--- src/rtl/ahbl_master_if_if.sv ---
// ----------------------------------------------------------------------------
// ahbl_master_if_if
// Bundles the command/response stream and the AHB-Lite bus signals of the
// ahbl_master_if initiator.
//   modport master : the initiator (drives cmd_ready, rsp_*, H* address/data)
//   modport slave  : the other side (requester + interconnect/slave)
// Signals:
//   cmd_valid/cmd_ready/cmd_write/cmd_addr/cmd_size/cmd_wdata : command stream
//   rsp_valid/rsp_rdata/rsp_err                               : response
//   HADDR/HTRANS/HSIZE/HWRITE/HBURST/HWDATA                   : bus outputs
//   HREADY/HRESP/HRDATA                                       : bus inputs
// ----------------------------------------------------------------------------
interface ahbl_master_if_if;
    logic        cmd_valid;
    logic        cmd_ready;
    logic        cmd_write;
    logic [31:0] cmd_addr;
    logic [2:0]  cmd_size;
    logic [31:0] cmd_wdata;
    logic        rsp_valid;
    logic [31:0] rsp_rdata;
    logic        rsp_err;
    logic [31:0] HADDR;
    logic [1:0]  HTRANS;
    logic [2:0]  HSIZE;
    logic        HWRITE;
    logic [2:0]  HBURST;
    logic [31:0] HWDATA;
    logic        HREADY;
    logic        HRESP;
    logic [31:0] HRDATA;

    modport master (
        input  cmd_valid, cmd_write, cmd_addr, cmd_size, cmd_wdata,
        input  HREADY, HRESP, HRDATA,
        output cmd_ready, rsp_valid, rsp_rdata, rsp_err,
        output HADDR, HTRANS, HSIZE, HWRITE, HBURST, HWDATA
    );

    modport slave (
        output cmd_valid, cmd_write, cmd_addr, cmd_size, cmd_wdata,
        output HREADY, HRESP, HRDATA,
        input  cmd_ready, rsp_valid, rsp_rdata, rsp_err,
        input  HADDR, HTRANS, HSIZE, HWRITE, HBURST, HWDATA
    );
endinterface

--- src/rtl/ahbl_master_if.sv ---
// ----------------------------------------------------------------------------
// ahbl_master_if
// AHB-Lite initiator: turns a valid/ready command stream into single
// NONSEQ transfers, one outstanding at a time, and returns a one-cycle
// response pulse carrying read data and an error flag.
// Ports:
//   HCLK    : bus clock
//   HRESETn : synchronous active-low reset
//   bus     : ahbl_master_if_if.master (command, response and AHB-Lite signals)
// Optional feature macro: AHBL_MASTER_TIMEOUT_EN
//   When defined, a data phase stalled by HREADY=0 for TIMEOUT_CYCLES
//   consecutive cycles is abandoned with rsp_err=1, rsp_rdata=0.
//   When undefined, the data phase waits for HREADY indefinitely.
// ----------------------------------------------------------------------------
module ahbl_master_if #(
    parameter int TIMEOUT_CYCLES = 255
) (
    input  logic             HCLK,
    input  logic             HRESETn,
    ahbl_master_if_if.master bus
);

    typedef enum logic [1:0] {
        S_IDLE = 2'd0,
        S_ADDR = 2'd1,
        S_DATA = 2'd2,
        S_RESP = 2'd3
    } state_t;

    state_t      r_state;
    state_t      w_next;
    logic [31:0] r_addr;
    logic [31:0] r_wdata;
    logic [31:0] r_rdata;
    logic [2:0]  r_size;
    logic        r_write;
    logic        r_illegal;
    logic        r_err;
    logic        w_cmd_illegal;
    logic        w_tmo_hit;

    // Only byte, aligned half and aligned word transfers are legal.
    assign w_cmd_illegal = (bus.cmd_size > 3'd2) ||
                           ((bus.cmd_size == 3'd1) && bus.cmd_addr[0]) ||
                           ((bus.cmd_size == 3'd2) && (bus.cmd_addr[1:0] != 2'b00));

`ifdef AHBL_MASTER_TIMEOUT_EN
    localparam int TMO_W = (TIMEOUT_CYCLES < 256) ? 8 : $clog2(TIMEOUT_CYCLES + 1);
    logic [TMO_W-1:0] r_tmo;
    // Counter holds the number of stalls already seen, so the stall that
    // would make it TIMEOUT_CYCLES ends the data phase.
    assign w_tmo_hit = !bus.HREADY && (r_tmo == TMO_W'(TIMEOUT_CYCLES - 1));
`else
    assign w_tmo_hit = 1'b0;
`endif

    always_ff @(posedge HCLK) begin
        if (!HRESETn) r_state <= S_IDLE;
        else          r_state <= w_next;
    end

    // An illegal command still spends one cycle in ADDR (with HTRANS held
    // IDLE) so its response lands two cycles after the handshake.
    always_comb begin
        w_next = r_state;
        case (r_state)
            S_IDLE:  if (bus.cmd_valid) w_next = S_ADDR;
            S_ADDR:  if (r_illegal)       w_next = S_RESP;
                     else if (bus.HREADY) w_next = S_DATA;
            S_DATA:  if (bus.HREADY || w_tmo_hit) w_next = S_RESP;
            S_RESP:  w_next = S_IDLE;
            default: w_next = S_IDLE;
        endcase
    end

    always_ff @(posedge HCLK) begin
        if (!HRESETn) begin
            r_addr    <= '0;
            r_wdata   <= '0;
            r_size    <= '0;
            r_write   <= 1'b0;
            r_illegal <= 1'b0;
            r_rdata   <= '0;
            r_err     <= 1'b0;
`ifdef AHBL_MASTER_TIMEOUT_EN
            r_tmo     <= '0;
`endif
        end else begin
            case (r_state)
                S_IDLE: begin
                    if (bus.cmd_valid) begin
                        r_addr    <= bus.cmd_addr;
                        r_wdata   <= bus.cmd_wdata;
                        r_size    <= bus.cmd_size;
                        r_write   <= bus.cmd_write;
                        r_illegal <= w_cmd_illegal;
                    end
                end
                S_ADDR: begin
                    if (r_illegal) begin
                        r_err   <= 1'b1;
                        r_rdata <= '0;
                    end
`ifdef AHBL_MASTER_TIMEOUT_EN
                    else if (bus.HREADY) begin
                        r_tmo <= '0;
                    end
`endif
                end
                S_DATA: begin
                    // ERROR responses and writes both return zero data.
                    if (bus.HREADY) begin
                        r_err   <= bus.HRESP;
                        r_rdata <= (!r_write && !bus.HRESP) ? bus.HRDATA : 32'd0;
                    end
`ifdef AHBL_MASTER_TIMEOUT_EN
                    else if (w_tmo_hit) begin
                        r_err   <= 1'b1;
                        r_rdata <= '0;
                    end else begin
                        r_tmo <= r_tmo + 1'b1;
                    end
`endif
                end
                default: ;
            endcase
        end
    end

    assign bus.cmd_ready = (r_state == S_IDLE);
    assign bus.HTRANS    = ((r_state == S_ADDR) && !r_illegal) ? 2'b10 : 2'b00;
    assign bus.HADDR     = r_addr;
    assign bus.HSIZE     = r_size;
    assign bus.HWRITE    = r_write;
    assign bus.HBURST    = 3'b000;
    assign bus.HWDATA    = r_wdata;
    assign bus.rsp_valid = (r_state == S_RESP);
    assign bus.rsp_rdata = r_rdata;
    assign bus.rsp_err   = r_err;

endmodule
--- src/flat_wrapper.sv ---
// flat-port wrapper written by rule: the top's interface ports become plain ports
module ahbl_master_if_flat 
#(
    parameter int TIMEOUT_CYCLES = 255
)
  (HCLK, HRESETn, bus_cmd_valid, bus_cmd_write, bus_cmd_addr, bus_cmd_size, bus_cmd_wdata, bus_HREADY, bus_HRESP, bus_HRDATA, bus_cmd_ready, bus_rsp_valid, bus_rsp_rdata, bus_rsp_err, bus_HADDR, bus_HTRANS, bus_HSIZE, bus_HWRITE, bus_HBURST, bus_HWDATA);
  ahbl_master_if_if bus_i ();
  input  logic HCLK;
  input  logic HRESETn;
  input wire logic [$bits(bus_i.cmd_valid)-1:0] bus_cmd_valid;
  input wire logic [$bits(bus_i.cmd_write)-1:0] bus_cmd_write;
  input wire logic [$bits(bus_i.cmd_addr)-1:0] bus_cmd_addr;
  input wire logic [$bits(bus_i.cmd_size)-1:0] bus_cmd_size;
  input wire logic [$bits(bus_i.cmd_wdata)-1:0] bus_cmd_wdata;
  input wire logic [$bits(bus_i.HREADY)-1:0] bus_HREADY;
  input wire logic [$bits(bus_i.HRESP)-1:0] bus_HRESP;
  input wire logic [$bits(bus_i.HRDATA)-1:0] bus_HRDATA;
  output wire logic [$bits(bus_i.cmd_ready)-1:0] bus_cmd_ready;
  output wire logic [$bits(bus_i.rsp_valid)-1:0] bus_rsp_valid;
  output wire logic [$bits(bus_i.rsp_rdata)-1:0] bus_rsp_rdata;
  output wire logic [$bits(bus_i.rsp_err)-1:0] bus_rsp_err;
  output wire logic [$bits(bus_i.HADDR)-1:0] bus_HADDR;
  output wire logic [$bits(bus_i.HTRANS)-1:0] bus_HTRANS;
  output wire logic [$bits(bus_i.HSIZE)-1:0] bus_HSIZE;
  output wire logic [$bits(bus_i.HWRITE)-1:0] bus_HWRITE;
  output wire logic [$bits(bus_i.HBURST)-1:0] bus_HBURST;
  output wire logic [$bits(bus_i.HWDATA)-1:0] bus_HWDATA;
  assign bus_i.cmd_valid = bus_cmd_valid;
  assign bus_i.cmd_write = bus_cmd_write;
  assign bus_i.cmd_addr = bus_cmd_addr;
  assign bus_i.cmd_size = bus_cmd_size;
  assign bus_i.cmd_wdata = bus_cmd_wdata;
  assign bus_i.HREADY = bus_HREADY;
  assign bus_i.HRESP = bus_HRESP;
  assign bus_i.HRDATA = bus_HRDATA;
  assign bus_cmd_ready = bus_i.cmd_ready;
  assign bus_rsp_valid = bus_i.rsp_valid;
  assign bus_rsp_rdata = bus_i.rsp_rdata;
  assign bus_rsp_err = bus_i.rsp_err;
  assign bus_HADDR = bus_i.HADDR;
  assign bus_HTRANS = bus_i.HTRANS;
  assign bus_HSIZE = bus_i.HSIZE;
  assign bus_HWRITE = bus_i.HWRITE;
  assign bus_HBURST = bus_i.HBURST;
  assign bus_HWDATA = bus_i.HWDATA;
  ahbl_master_if #(.TIMEOUT_CYCLES(TIMEOUT_CYCLES)) u_core (.HCLK(HCLK), .HRESETn(HRESETn), .bus(bus_i));
endmodule
--- config.mk ---
export PLATFORM = sky130hd
export DESIGN_NAME = ahbl_master_if_flat
export DESIGN_NICKNAME = d
export VERILOG_FILES = /design/src/rtl/ahbl_master_if_if.sv /design/src/rtl/ahbl_master_if.sv /design/src/flat_wrapper.sv
export SDC_FILE = /design/constraint.sdc
export NUM_CORES = 1
export LEC_CHECK = 0
export BUFFER_PORTS_ARGS = -buffer_cell sky130_fd_sc_hd__buf_4
export CELL_PAD_IN_SITES_DETAIL_PLACEMENT = 1
export CELL_PAD_IN_SITES_GLOBAL_PLACEMENT = 2
export CORE_MARGIN = 5
export CORE_UTILIZATION = 25
export CTS_CLUSTER_SIZE = 14
export DETAILED_ROUTE_END_ITERATION = 10
export HOLD_SLACK_MARGIN = 0.1
export PLACE_DENSITY = 0.83
export SLEW_MARGIN = 15
export SYNTH_ARGS = -nofsm -noshare
export SYNTH_HDL_FRONTEND = slang
export SYNTH_SLANG_ARGS = --single-unit
--- constraint.sdc ---
create_clock -name HCLK -period 3.3 [get_ports HCLK]
set_input_delay 0.495 -clock HCLK [delete_from_list [all_inputs] [get_ports HCLK]]
set_output_delay 0.495 -clock HCLK [all_outputs]
set_load 0.01 [all_outputs]
==> results.cfg, run 1 <==
[worst_setup_path]
slowest_stage = dfxtp_1
reg2reg_to = u_core.bus.rsp_rdata[11]
rrSetupSlack_ns = 1.18
rr_startpoint = u_core.r_state[0]
cp.arrival_ns = 2.10
crit_start = u_core.r_state[1]
worstPathMaxFanout = 34
worstSetupEndpoint = bus_HTRANS[1]
cp_cell_sequence = inv_1 > ha_1 > nand2b_1 > buf_4 > inv_2 > buf_4
critPathCaptureType = primary output
crit_required_ns = 2.80
criticalPathCategory = reg -> out
startpoint_type = flip-flop
max_stage_delay_ns = 0.40
reg2reg_depth = 6
cpMostUsedCell = buf_4

[floorplanning]
chipHeight_um = 135
die_area_mm2 = 0.0183
die_x_um = 135
core_mm2 = 0.0153
start_util_pct = 25.7
pin_count = 213
rows = 45

[power]
p_per_area_mw_per_mm2 = 675
leakage_nw = 2.50
ir_drop_v = 0.000308

[drt]
drt-total-wl_um = 14400
dr.pass1.iters = 4
drt_iter0_drc = 132
vias = 4083
via_per_inst = 4.63
drcViolationCount = 0
detail-route-antenna-nets = 0
wire_per_inst_um = 16.3

[synthesis]
synth-seq-cells = 104
yosys-top-cells-area = dfxtp_1, a21oi_1, nand2_1
yosysTopAreaCell = dfxtp_1
yosysMostFrequentCell = nand2_1
synthTopCellsByCount = nand2_1, dfxtp_1, a21oi_1
ys_seq_area_share_pct = 53.2
synth_edf_count = 0
synthArstFlopShare_pct = 0
syn_inst = 484
syn-cell-area_mm2 = 0.00392
synth_ff_type = dfxtp_1
synth_cell_types = 31
yosysWarnings = 0
synth_area_per_cell_um2 = 8.09
synth_top_area_share_pct = 53.2

[clock_network]
cts-resized-gates = 0
tritoncts = done
cts_setup_buffers = 0
clock_latency_ns = 0.35
cts.sinks = 104
holdBufCountCts = 0
h-tree-depth = 3
cts_made_buffers = 9
cts-root-buf = clkbuf_16
cts_buffer_depth = 2
clk_pin_slew_ns = 0.07

[flow_run]
drv_cap = 0

[layout]
nets = 776
fin_util_pct = 38.5
final_cells = 882
drive_gt1_share_pct = 34.9
syn2layout_area_growth_pct = 49.9
antenna_cells = 0

[run_status]
outcome = finished clean

[grt]
grt_overflow_total = 0
antenna_found_initial = 0
grt_pass1_vias = 4361
gr-usage-all-layers_pct = 15.5
grt_max_degree = 70
grt_pass1_wl_um = 22600

[sta]
tns_ns = 0
fmax_mhz = 386
finalMaxSlewViolations = 0
finalHoldViolCount = 0
rsz0062_at_grt = false
slew_headroom_pct = 55.2
fin_crit_ns = 2.59
worstMarginPinSlew_ns = 0.672
skew_ns = 0.0102
setup_viol = 0
fin_crit_sh_pct = 78.6

[place]
port_buffers = 208
gp_congestion = 0.794
hpwl_um = 10400
placed_cells = 867

[min_path]
hold_path.class = in -> reg
registers in the layout (all words and copies together) (netlist names):
signal / flops
u_core.bus.HADDR: 32
u_core.bus.HSIZE: 3
u_core.bus.HWDATA: 32
u_core.bus.HWRITE: 1
u_core.bus.rsp_err: 1
u_core.bus.rsp_rdata: 32
u_core.r_illegal: 1
u_core.r_state: 2
through the flow:
step | cell area [um^2] | setup WS, ns | power, W | hold WS, ns
2_1_floorplan | 3930 | 1.62 | 0.00240 | 0.481
3_3_place_gp | 5620 | 1.17 | 0.00299 | 0.442
3_5_place_dp | 5620 | 1.08 | 0.00306 | 0.452
4_1_cts | 5870 | 0.701 | 0.00404 | 0.374
5_1_grt | 5870 | 0.574 | 0.00424 | 0.383
6_report | 5870 | 0.707 | 0.00396 | 0.394
kinds of logic (layout without fill, tap and decap cells):
logic type	after synthesis	in the layout	share of synthesized area, %
flip-flops	104	104	53.2
other	1	4	0.0958
buffers and inverters	50	234	5.78
adder cells (fa/ha/maj)	4	4	1.28
AND/OR/NAND/NOR	182	182	20.6
multiplexers	2	2	0.543
AO/OA/AOI/OAI	141	141	18.5
area by class of cell:
type | instances | area (um^2)
clock inverters | 1 | 5.00
repair buffers | 215 | 1630
clock buffers | 14 | 244
fillers | 1826 | 9390
well taps | 211 | 264
flip-flops and latches | 104 | 2080
multi-input cells | 333 | 1630
inverters | 4 | 16.3
how the worst min path moves through the flow:
stage	from	end	slack (ns)	cells after the start
2_1_floorplan	u_core.bus.HADDR[0]	u_core.bus.HADDR[0]	0.48	2
3_3_place_gp	u_core.bus.HADDR[12]	u_core.bus.HADDR[12]	0.44	2
3_5_place_dp	u_core.bus.HWDATA[27]	u_core.bus.HWDATA[27]	0.45	2
4_1_cts	bus_cmd_addr[12]	u_core.bus.HADDR[12]	0.37	3
5_1_grt	bus_cmd_addr[11]	u_core.bus.HADDR[11]	0.38	3
6_report	bus_cmd_addr[14]	u_core.bus.HADDR[14]	0.39	3
critical path, delay by kind of cell (launching register included):
kind	cells	cell delay [ns]
flops	1	0.40
buf+inv	4	1.01
fa+ha+maj	1	0.24
simple gates	1	0.09
cell usage in the layout (no fill, tap or decap), drive strengths merged:
cell    count
buf       215
and2        1
or4         1
o21ai      33
nand2     137
o21a        1
or4b        1
nor3        2
mux2        1
nand2b      1
dfxtp     104
inv         3
nor3b       2
a21oi     103
clkbuf     14
mux2i       1
a221oi      1
o31ai       1
nor2        2
nor2b       2
nand4      32
clkinv      2
conb        4
o22ai       1
ha          4
nor4b       1
a211oi      1
per-layer routing:
metal  wire length [um]  global-route usage (%)
met5                  0                       0
met4                373                    4.93
met3               1420                    7.39
met2               7000                    26.2
met1               5610                    17.1
where the power goes:
part / internal (W) / total [W] / switching (W)
registers: 0.00144 / 0.00155 / 0.000107
logic: 0.000543 / 0.00145 / 0.000911
clock network: 0.000509 / 0.000960 / 0.000451
total: 0.00249 / 0.00396 / 0.00147
Power figures use the tool's default switching activity.
==> run 2, diff against run 1 <==
ABC_AREA = 1   (was unset)
CORE_UTILIZATION = 20   (was 25)
PLACE_DENSITY = 0.73   (was 0.83)
clock period = 2.2 ns   (was 3.3 ns; I/O delays follow)
==> run 2 against run 1 <==
Compared with the run above:
- sequential cell count unchanged
- setup slack worse by 0.23 ns
- worst hold slack lost 0.18 ns
- core utilization decreased by 7.5 points
- wire length fell by 3.7%
- sequential power up 75%
- largest power group is now combinational logic
- first-iteration DRC count shrank 2.3%
- via count is 0.22% higher
- clock skew grew 0.0023 ns
- sequential share of layout area down 1.1 points
==> results.cfg, run 2 <==
[sta]
finalHoldViolCount = 0
skew_ns = 0.0125
fmax_mhz = 581
fin_crit_sh_pct = 78.2
tns_ns = 0
rsz0062_at_grt = false
fin_crit_ns = 1.72
finalMaxSlewViolations = 0
setup_viol = 0

[place]
hpwl_um = 10300
port_buffers = 208
gp_congestion = 0.730

[synthesis]
synth_cell_types = 19
syn-cell-area_mm2 = 0.00400
synth_top_area_share_pct = 52.0
ys_seq_area_share_pct = 52.0
synth_ff_type = dfxtp_1
synthArstFlopShare_pct = 0
yosysTopAreaCell = dfxtp_1
yosysWarnings = 0
synth_area_per_cell_um2 = 7.27
synth_edf_count = 0
yosysMostFrequentCell = nor2_1
synth-seq-cells = 104
yosys-top-cells-area = dfxtp_1, nor2_1, o21ai_0
syn_inst = 551
synthTopCellsByCount = nor2_1, dfxtp_1, nand2_1

[worst_setup_path]
worstPathMaxFanout = 4
critPathCaptureType = primary output
rr_startpoint = u_core.r_state[0]
reg2reg_to = u_core.bus.HWDATA[14]
crit_required_ns = 1.87
startpoint_type = flip-flop
criticalPathCategory = reg -> out
rrSetupSlack_ns = 0.61
cp.arrival_ns = 1.39
reg2reg_depth = 6

[floorplanning]
chipHeight_um = 151
pin_count = 213
die_area_mm2 = 0.0229
rows = 51
core_mm2 = 0.0196
start_util_pct = 20.4
die_x_um = 151

[clock_network]
clock_latency_ns = 0.34
cts_setup_buffers = 0
cts-root-buf = clkbuf_16
cts.sinks = 104
clk_pin_slew_ns = 0.07
holdBufCountCts = 0
cts_made_buffers = 9
tritoncts = done
cts-resized-gates = 0
h-tree-depth = 3
cts_buffer_depth = 2

[power]
leakage_nw = 2.95
ir_drop_v = 0.000448
p_per_area_mw_per_mm2 = 1210

[drt]
detail-route-antenna-nets = 0
drt-total-wl_um = 13900
drcViolationCount = 0
drt_iter0_drc = 129
vias = 4092
via_per_inst = 4.05
dr.pass1.iters = 4
wire_per_inst_um = 13.7

[min_path]
hold_path.class = in -> reg
hold_end = u_core.bus.rsp_rdata[15]
hold_start = bus_HRDATA[15]
worstHoldPathCells = 3

[grt]
grt_max_degree = 70
grt_pass1_vias = 4218
grt_pass1_wl_um = 21400
grt.met3_usage_pct = 4.79
gr-usage-met1_pct = 13.7
gr-usage-all-layers_pct = 11.8
grt_overflow_total = 0
met2_usage_pct = 19.4
grt_busiest_layer = met2
antenna_found_initial = 0

[layout]
nets = 850
layout_common_cells = buf_4, nor2_1, dfxtp_1, nand2_1, o21ai_0
fillers = 2438
syn2layout_area_growth_pct = 51.4
drive_gt1_share_pct = 31.1
fin_util_pct = 31.0
mostFrequentLayoutCell = buf_4
antenna_cells = 0

[run_status]
outcome = finished clean

[flow_run]
drv_cap = 0
run 2: cell types whose count changed after synthesis, sizes merged, moves of 2 or more:
cell and change:
a21oi -70, buf -8, inv +39, nand2 -62, nand3 +4, nand4 -32, nor2 +173, nor2b -2
nor3 -2, o21ai +38
run 2: final cells by class:
| cell class | instances | area, um^2 | share of cell area [%] |
|---|---|---|---|
| clock inverters | 2 | 15.0 | 0.248 |
| inverters | 43 | 161 | 2.66 |
| multi-input cells | 368 | 1570 | 25.9 |
| repair buffers | 215 | 1650 | 27.2 |
| well taps | 265 | 332 | 5.47 |
| clock buffers | 14 | 254 | 4.19 |
| flip-flops and latches | 104 | 2080 | 34.3 |
run 2: report_power, final:
part           internal (W)  switching [W]
clock              0.000802       0.000689
sequential          0.00242       0.000297
combinational       0.00138        0.00177
run 2: worst max-delay path by stage:
| stage | start | to | slack, ns | cells after the start |
|---|---|---|---|---|
| 4_1_cts | u_core.r_state[1] | bus_HTRANS[1] | 0.44 | 5 |
| 2_1_floorplan | u_core.r_state[0] | u_core.bus.HWDATA[1] | 0.75 | 7 |
| 6_report | u_core.r_state[1] | bus_HTRANS[1] | 0.48 | 5 |
| 3_5_place_dp | u_core.r_state[0] | u_core.bus.HWDATA[14] | 0.59 | 6 |
| 3_3_place_gp | u_core.r_state[0] | u_core.bus.HADDR[16] | 0.71 | 6 |
| 5_1_grt | u_core.r_state[1] | bus_HTRANS[1] | 0.37 | 5 |
run 2: routing by layer:
metal  wire length, um  vias up
met2              6340      144
met5                 0        -
met3              1470       20
li1                  -     2073
met1              5770     1855
met4               279        0
run 2: logic make-up after synthesis:
logic type	count (synthesis)	synth area share (%)
compound gates	105	13.2
fa+ha+maj	4	1.25
other cells	1	0.0937
flops	104	52.0
buf+inv	82	9.19
simple gates	255	24.3
run 2: critical path, cell delays in order, from the launching register on:
cell and delay [ns]:
dfxtp_1 0.39, inv_1 0.10, ha_1 0.24, nand2_1 0.13, inv_1 0.05, buf_4 0.14
run 2: metrics by stage:
step / total power (W) / cells / hold WS [ns] / area (um^2) / setup WS [ns]
after global placement: 0.00584 / 995 / 0.466 / 5790 / 0.710
after floorplan: 0.00456 / 554 / 0.468 / 4020 / 0.753
final: 0.00735 / 1011 / 0.214 / 6060 / 0.480
after CTS: 0.00754 / 1011 / 0.192 / 6060 / 0.443
after global routing: 0.00804 / 1011 / 0.198 / 6060 / 0.372
after detailed placement: 0.00599 / 995 / 0.475 / 5790 / 0.586
==> run 3, diff against run 2 <==
clock period = 1.39 ns   (was 2.2 ns; I/O delays follow)
==> run 3 against run 2 <==
Compared with the run above:
- the run now ends with negative setup slack left
- register-to-register slack got worse by 0.67 ns
- critical path type unchanged
- largest power group unchanged
- sequential cell count did not move
- wire length rose by 23%
- via count rose by 11%
- largest cell class is now buffers
==> results.cfg, run 3 (synthesis gave the netlist of run 2 again) <==
[worst_setup_path]
reg2reg_to = u_core.bus.rsp_rdata[20]
reg2reg_depth = 9
slowest_stage = dfxtp_2
rr_startpoint = u_core.r_state[0]
critPathCaptureType = primary output
cp_cell_sequence = inv_2 > buf_6 > ha_4 > buf_6 > buf_6
criticalPathCategory = reg -> out
cp.arrival_ns = 1.24
worstPathMaxFanout = 2
cpMostUsedCell = buf_6
rrSetupSlack_ns = -0.06
max_stage_delay_ns = 0.33
crit_required_ns = 1.18
startpoint_type = flip-flop

[clock_network]
cts_buffer_depth = 2
cts-root-buf = clkbuf_16
h-tree-depth = 3
clock_latency_ns = 0.34
cts.sinks = 104
tritoncts = done
clk_pin_slew_ns = 0.07
cts_made_buffers = 9

[drt]
drcViolationCount = 0
via_per_inst = 4.18
drt-total-wl_um = 17100
dr.pass1.iters = 4
vias = 4522
wire_per_inst_um = 15.8
drt_iter0_drc = 118
detail-route-antenna-nets = 0

[min_path]
hold_path.class = in -> reg
worstHoldPathCells = 3
hold_end = u_core.bus.HADDR[25]
hold_start = bus_cmd_addr[25]

[layout]
nets = 922
fin_area_mm2 = 0.00734
multi_input_area_mm2 = 0.00186
mostFrequentLayoutCell = buf_4
fillers = 2327
drive_gt1_share_pct = 40.6
layout.area.seq_mm2 = 0.00209
syn2layout_area_growth_pct = 83.2
final_cells = 1083
layout_common_cells = buf_4, nor2_1, dfxtp_1, o21ai_0, nand2_1
antenna_cells = 0

[floorplanning]
die_x_um = 151
start_util_pct = 20.4
pin_count = 213
die_area_mm2 = 0.0229
core_mm2 = 0.0196
rows = 51
chipHeight_um = 151

[grt]
grt_overflow_total = 0
grt_pass1_wl_um = 23700
gr-usage-all-layers_pct = 13.1
antenna_found_initial = 0
grt_pass1_vias = 4743
grt_max_degree = 51

[power]
switching_share_pct = 37.7
seqPwrFrac_pct = 30.1
p_int_w = 0.00903
leakage_nw = 3.44
p_per_area_mw_per_mm2 = 1980
power_w = 0.0145
combPwrFrac_pct = 51.8
power_frac_clock_pct = 18.1
ir_drop_v = 0.000581
power.net_switching_w = 0.00546

[sta]
fin_crit_ns = 1.45
setup_slack_ns = -0.0611
skew_ns = 0.00560
setup_viol = 35
rsz0062_at_grt = true
finalHoldViolCount = 0
whs_ns = 0.110
fmax_mhz = 689
finalMaxSlewViolations = 0
fin_crit_sh_pct = 104

[run_status]
outcome = complete, but fails checks
failed_checks = negative setup slack

[place]
port_buffers = 208
hpwl_um = 10800
placed_cells = 1007
place_ws_ns = -0.114
dpl-instance-area_mm2 = 0.00594
gp_congestion = 0.746

[flow_run]
drv_cap = 0
## run 3: cell count changes in the layout (fill, tap and decap cells not counted), sizes merged
cell / before / now
buf: 215 / 240
bufinv: 0 / 1
clkbuf: 14 / 18
clkinv: 0 / 1
dlygate4sd3: 0 / 41
## run 3: per-layer routing
| metal | vias up | global-route usage (%) | wire length (um) |
|---|---|---|---|
| met2 | 146 | 23.2 | 8520 |
| met1 | 2132 | 15.2 | 7060 |
| met4 | 0 | 4.85 | 278 |
| met5 | - | 0 | 0 |
| li1 | 2228 | - | - |
| met3 | 16 | 3.39 | 1230 |
## run 3: what timing repair did
action,4_1_cts,5_1_grt
hold buffers,41,0
gates cloned,3,10
endpoints found under the setup margin,104,100
gates resized for setup,43,61
endpoints found under the hold margin,41,0
pin swaps,8,26
buffers inserted,6,0
## run 3: layout make-up
| type | instances | share of cell area, % |
|---|---|---|
| multi-input combinational | 368 | 25.3 |
| clock inverter | 4 | 0.733 |
| inverter | 43 | 2.40 |
| timing repair buffer | 287 | 35.2 |
| tap | 265 | 4.52 |
| sequential | 104 | 28.4 |
| clock buffer | 12 | 3.36 |
## run 3: critical path, delay by kind of cell (launching register included)
family                   cells  cell delay, ns
buffers and inverters        4            0.39
flip-flops                   1            0.33
adder cells (fa/ha/maj)      1            0.16
## run 3: worst max-delay path by stage
| stage | start | to |
|---|---|---|
| 3_5_place_dp | u_core.r_state[1] | u_core.bus.HWDATA[9] |
| 4_1_cts | u_core.r_state[1] | bus_cmd_ready |
| 3_3_place_gp | u_core.r_state[1] | u_core.bus.HADDR[11] |
| 5_1_grt | u_core.r_state[0] | u_core.bus.rsp_rdata[18] |
| 2_1_floorplan | u_core.r_state[1] | u_core.bus.rsp_rdata[10] |
| 6_report | u_core.r_state[1] | bus_cmd_ready |
## run 3: power by group through the flow
stage	registers (W)	clock network (W)	logic, W
after floorplan	0.00467	0	0.00256
after global placement	0.00437	0	0.00517
after detailed placement	0.00439	0	0.00540
after CTS	0.00435	0.00276	0.00645
after global routing	0.00447	0.00287	0.00819
final	0.00436	0.00262	0.00751
## run 3: metrics by stage
step,util [%],TNS (ns)
after detailed placement,30.3,-5.99
after CTS,35.5,-2.24
after global placement,30.3,-1.67
after floorplan,-,0
after global routing,37.4,-4.93
final,37.4,-0.827
